`config.mk`:
```
export PLATFORM = sky130hd
export DESIGN_NAME = fip_mac_pipe_flat
export DESIGN_NICKNAME = d
export VERILOG_FILES = /design/src/rtl/fip_mac_pipe_if.sv /design/src/rtl/fip_mac_pipe.sv /design/src/flat_wrapper.sv
export SDC_FILE = /design/constraint.sdc
export NUM_CORES = 2
export LEC_CHECK = 0
export CAP_MARGIN = 20
export CORE_MARGIN = 1.5
export CORE_UTILIZATION = 60
export CTS_CLUSTER_DIAMETER = 50
export DETAILED_ROUTE_END_ITERATION = 8
export PLACE_DENSITY_LB_ADDON = 0.12
export SETUP_SLACK_MARGIN = 0.15
export SYNTH_ARGS = -nofsm -noshare
export SYNTH_HDL_FRONTEND = slang
export SYNTH_SLANG_ARGS = --single-unit
```
`constraint.sdc`:
```
create_clock -name clk -period 25 [get_ports clk]
set_input_delay 5 -clock clk [delete_from_list [all_inputs] [get_ports clk]]
set_output_delay 5 -clock clk [all_outputs]
set_load 0.02 [all_outputs]
```
`src/rtl/fip_mac_pipe_if.sv`:
```
// fip_mac_pipe_if: valid/ready stream bundle for the fixed-point MAC pipeline.
interface fip_mac_pipe_if #(parameter int W = 32);
  logic         in_valid;
  logic         in_ready;
  logic [W-1:0] x;
  logic [W-1:0] y;
  logic         acc_en;
  logic         last;
  logic         out_valid;
  logic         out_ready;
  logic [W-1:0] result;
  logic         overflow;
  modport master (output in_valid, x, y, acc_en, last, out_ready, input in_ready, out_valid, result, overflow);
  modport slave (input in_valid, x, y, acc_en, last, out_ready, output in_ready, out_valid, result, overflow);
endinterface

```
`src/rtl/fip_mac_pipe.sv`:
```
// fip_mac_pipe: 3-stage signed Q(INT.FRAC) multiply / multiply-accumulate, round-half-up.
// Define FIP_SAT_EN to clamp out-of-range results instead of wrapping.
module fip_mac_pipe #(
  parameter int INT_BITS   = 16,
  parameter int FRAC_BITS  = 16,
  parameter int GUARD_BITS = 8
) (
  input logic clk,
  input logic rst_n,
  fip_mac_pipe_if.slave bus
);
  localparam int W  = INT_BITS + FRAC_BITS;
  localparam int AW = W + GUARD_BITS;
  localparam int SW = 2 * W + GUARD_BITS + 1;
`ifdef FIP_SAT_EN
  localparam bit SAT = 1'b1;
`else
  localparam bit SAT = 1'b0;
`endif
  localparam logic signed [SW-1:0] WMAX = {{(SW-W+1){1'b0}}, {(W-1){1'b1}}};
  localparam logic signed [SW-1:0] WMIN = ~WMAX;
  localparam logic signed [SW-1:0] AMAX = {{(SW-AW+1){1'b0}}, {(AW-1){1'b1}}};
  localparam logic signed [SW-1:0] AMIN = ~AMAX;
  localparam logic signed [2*W-1:0] HALF = {{(2*W-1){1'b0}}, 1'b1} << (FRAC_BITS - 1);

  logic                   en, v1, a1, l1, v2, a2, l2, sticky, pov, aov, sov;
  logic signed [W-1:0]    x1, y1;
  logic signed [2*W-1:0]  prod, p2;
  logic signed [AW-1:0]   acc, asat;
  logic signed [SW-1:0]   pe, sum;

  function automatic logic [W-1:0] fmt(input logic signed [SW-1:0] v);
    return (SAT && v > WMAX) ? WMAX[W-1:0] : (SAT && v < WMIN) ? WMIN[W-1:0] : v[W-1:0];
  endfunction

  assign en = bus.out_ready | ~bus.out_valid;
  assign bus.in_ready = en;

  always_comb begin
    prod = $signed({{W{x1[W-1]}}, x1} * {{W{y1[W-1]}}, y1}) + HALF;
    pe   = {{(SW-2*W){p2[2*W-1]}}, p2};
    sum  = pe + {{(SW-AW){acc[AW-1]}}, acc};
    pov  = pe > WMAX || pe < WMIN;
    aov  = sum > AMAX || sum < AMIN;
    sov  = sum > WMAX || sum < WMIN;
    asat = sum > AMAX ? AMAX[AW-1:0] : sum < AMIN ? AMIN[AW-1:0] : sum[AW-1:0];
  end

  always_ff @(posedge clk or negedge rst_n)
    if (!rst_n) begin
      v1 <= 1'b0;
      a1 <= 1'b0;
      l1 <= 1'b0;
      x1 <= '0;
      y1 <= '0;
      v2 <= 1'b0;
      a2 <= 1'b0;
      l2 <= 1'b0;
      p2 <= '0;
      acc <= '0;
      sticky <= 1'b0;
      bus.out_valid <= 1'b0;
      bus.result <= '0;
      bus.overflow <= 1'b0;
    end else if (en) begin
      v1 <= bus.in_valid;
      a1 <= bus.acc_en;
      l1 <= bus.last;
      x1 <= bus.x;
      y1 <= bus.y;
      v2 <= v1;
      a2 <= a1;
      l2 <= l1;
      p2 <= prod >>> FRAC_BITS;
      bus.out_valid <= v2 & (~a2 | l2);
      // plain beats bypass the accumulator so an open sum survives interleaving
      if (v2 && !a2) begin
        bus.result <= fmt(pe);
        bus.overflow <= pov;
      end else if (v2 && l2) begin
        bus.result <= fmt(sum);
        bus.overflow <= sticky | pov | aov | sov;
        acc <= '0;
        sticky <= 1'b0;
      end else if (v2) begin
        acc <= asat;
        sticky <= sticky | pov | aov;
      end
    end
endmodule

```
`src/flat_wrapper.sv`:
```
// flat-port wrapper written by rule: the top's interface ports become plain ports
module fip_mac_pipe_flat 
#(
  parameter int INT_BITS   = 16,
  parameter int FRAC_BITS  = 16,
  parameter int GUARD_BITS = 8
)
  (clk, rst_n, bus_in_valid, bus_x, bus_y, bus_acc_en, bus_last, bus_out_ready, bus_in_ready, bus_out_valid, bus_result, bus_overflow);
  fip_mac_pipe_if #(.W(32)) bus_i ();
  input logic clk;
  input logic rst_n;
  input wire logic [$bits(bus_i.in_valid)-1:0] bus_in_valid;
  input wire logic [$bits(bus_i.x)-1:0] bus_x;
  input wire logic [$bits(bus_i.y)-1:0] bus_y;
  input wire logic [$bits(bus_i.acc_en)-1:0] bus_acc_en;
  input wire logic [$bits(bus_i.last)-1:0] bus_last;
  input wire logic [$bits(bus_i.out_ready)-1:0] bus_out_ready;
  output wire logic [$bits(bus_i.in_ready)-1:0] bus_in_ready;
  output wire logic [$bits(bus_i.out_valid)-1:0] bus_out_valid;
  output wire logic [$bits(bus_i.result)-1:0] bus_result;
  output wire logic [$bits(bus_i.overflow)-1:0] bus_overflow;
  assign bus_i.in_valid = bus_in_valid;
  assign bus_i.x = bus_x;
  assign bus_i.y = bus_y;
  assign bus_i.acc_en = bus_acc_en;
  assign bus_i.last = bus_last;
  assign bus_i.out_ready = bus_out_ready;
  assign bus_in_ready = bus_i.in_ready;
  assign bus_out_valid = bus_i.out_valid;
  assign bus_result = bus_i.result;
  assign bus_overflow = bus_i.overflow;
  fip_mac_pipe #(.INT_BITS(INT_BITS), .FRAC_BITS(FRAC_BITS), .GUARD_BITS(GUARD_BITS)) u_core (.clk(clk), .rst_n(rst_n), .bus(bus_i));
endmodule
```
==> reports/qor.txt <==
Post-Syn Area - 47100 um^2
number of hold violations in the final report - 0
maximum single-stage delay on the critical path - 700 ps
drt total wl - 123000 um
most common cell in the synthesized netlist - inv_1
yosys warns - 0
Storage cell area - 4860 um^2
Setup Viol. Count Final - 0
clk_skew - 29.3 ps
Avg Cell Area, Syn - 8.94 um^2
Post-synth ARST share - 100%
cell chain of the critical path - clkdlybuf4s50_1, nor2b_4, buf_4, inv_4, clkdlybuf4s50_1
Final GP Congestion - 0.930
Setup Buffers After CTS - 0
most used flip-flop cell after synthesis - dfrtp_1
number of sinks driven by the clock tree - 193
Worst setup SP type - input pin
number of cells upsized or downsized after cts - 0
initial standard-cell utilization of the core - 60.7%
area share of the largest cell type after synthesis - 46.0%
Core Box Area - 77600 um^2
Final Slew Violations - 0
cell types occupying the most area after synthesis - fa_1, dfrtp_1, inv_1
worst rel slew slack - 32.3%
busiest layer in global routing - met2
maximum clock rate - 82.9 MHz
antenna-violating nets left - 0
Slew @ Worst Pin - 1020 ps
Synth area leader - fa_1
cell seen most often among critical-path stages - clkdlybuf4s50_1
clock transition at the registers of the reported paths - 70 ps
TritonRoute pass-1 iters - 6
grt ovf - 0
outcome - finished clean
first-pass GRT wire length - 202000 um
part of the cycle the worst path needs - 48.2%
die extent in x - 283 um
routing usage on met2 - 55.0%
# rows - 102
# diodes - 0
flip-flop and latch count after synthesis - 193
Die ar. - 80200 um^2
met3 demand-to-capacity share in global routing - 4.28%
clock latency on the worst-skew pair - 530 ps
highest net fanout along the worst path - 44
category of cells accounting for the largest share of critical-path delay - buffers and inverters
hold bufs inserted after CTS - 0
Distinct cells, synth - 85
Residual DRC - 0
Root Buffer Master - clkbuf_16
fraction of layout cells with a size suffix above 1 - 3.08%
Cells after Synth - 5274
area occupied by multi-input gates - 36800 um^2
number of synthesized flops with an enable pin - 0
count of input and output buffers - 104
path type of the worst min-delay path - flip-flop to flip-flop
mean routed wirelength per cell - 19.7 um
Crit path arrival time - 7060 ps
final period demand of the worst path - 12060 ps
initial antenna violation count - 0
clock tree buffer depth - 2
HPWL after DPL - 94500 um
net count after synthesis - 6652
Nets - 6556
capturing element type of the critical path - output port
io pins - 105
overall global routing resource usage - 32.4%
Critical Setup Path Class - input pin to output port
setup TNS - 0 ps
Layout fillers - 6700
CTS Buf Count - 17
clock tree from TritonCTS - yes
violation count after the first detailed-route iteration - 2189
critical path buffer and inverter count - 4
maximum number of pins on one net before global-route repair - 86
share of the yosys chip area belonging to registers - 10.2%
deepest level of the CTS H-tree - 4
RSZ-0062 raised after global routing - no
detailed-route vias per instance - 5.59
grt met1 use - 42.1%
# Max-Cap Violations - 0
cell type of the slowest stage on the worst timing path - clkdlybuf4s50_1
DR vias - 34800
Area Overhead vs Synth - 5.02%
vertical die dimension - 283 um
vias in the first global route - 37100
most frequent cells after synthesis - inv_1, fa_1, nand2_1
CP required - 20000 ps
[state kept, by name, indices dropped and copies added, names as in the netlist]
register,flops
u_core.acc,40
u_core.l1,1
u_core.bus.out_valid,1
u_core.sticky,1
u_core.a2,1
u_core.a1,1
u_core.x1,32
u_core.bus.result,32
u_core.v2,1
u_core.v1,1
u_core.y1,32
u_core.bus.overflow,1
u_core.p2,48
u_core.l2,1
[per-layer routing]
metal  up-vias  part of all wire, %
met1     18000                   39
met4         0                  4.6
li1      15300                    -
met3       297                  5.9
met2      1192                   50
met5         -                    0
[path summary, 6_finish.rpt]
kind	startpoint	end	slack [ps]	depth (start not counted)
min in group asynchronous	rst_n	u_core.l1	4490	1
hold reg to reg	u_core.y1[10]	u_core.y1[10]	480	2
max in group asynchronous	rst_n	u_core.x1[18]	19080	2
setup reg to reg	u_core.x1[31]	u_core.p2[42]	15720	28
setup / recovery	bus_out_ready	bus_in_ready	12940	5
hold / removal	u_core.y1[10]	u_core.y1[10]	480	2
[placed cells by master (no fill, tap or decap), types with 30 or more instances in the layout]
cell             Yosys  layout
and2_1             521     521
ha_1               225     225
nor2_1             151     151
a21oi_1            164     163
xor2_1              32      32
dfrtp_1            193     166
inv_1             1175    1175
o21ai_0            116     116
buf_4                5      57
o21ai_1             33      33
xnor2_1             62      62
nand2_1            861     861
mux2i_1             30      30
nand4_1             34      34
clkdlybuf4s50_1      0     103
a21o_1              48      48
fa_1              1083    1083
[logic make-up after synthesis]
kind of cell / after synthesis / synth area share [%]
AND/OR/NAND/NOR: 1711 / 17.4
buffers and inverters: 1453 / 11.7
adder cells (fa/ha/maj): 1308 / 52.0
AO/OA/AOI/OAI: 483 / 6.29
flip-flops: 193 / 10.2
XOR/XNOR: 94 / 1.75
multiplexers: 32 / 0.685
[stage by stage]
step	worst slack [ps]	area (um^2)	hold slack (ps)	cells	utilization [%]
6_report	12940	49500	476	6231	63.8
5_1_grt	12880	49500	502	6231	63.8
4_1_cts	12980	49500	481	6231	63.8
3_5_place_dp	12980	48900	462	6199	63.0
3_3_place_gp	12990	48900	451	6199	63.0
2_1_floorplan	14030	47100	439	5274	-
[worst reg2reg max path, delay by kind of cell (launching register included)]
kind            cells  cell delay [ps]
simple gates        6              820
flops               1              360
fa+ha+maj           9             5100
compound gates      6             1820
buf+inv             7             1030
[layout make-up]
class | count | area share (%)
clock buffers | 17 | 0.859
clock inverters | 15 | 0.430
inverters | 1177 | 8.93
multi-input cells | 3628 | 74.3
flip-flops and latches | 193 | 9.83
well taps | 1040 | 2.63
repair buffers | 161 | 2.98
Power is not shown: default switching activity piles up to over one toggle a cycle in this logic, so the estimate is an artifact.
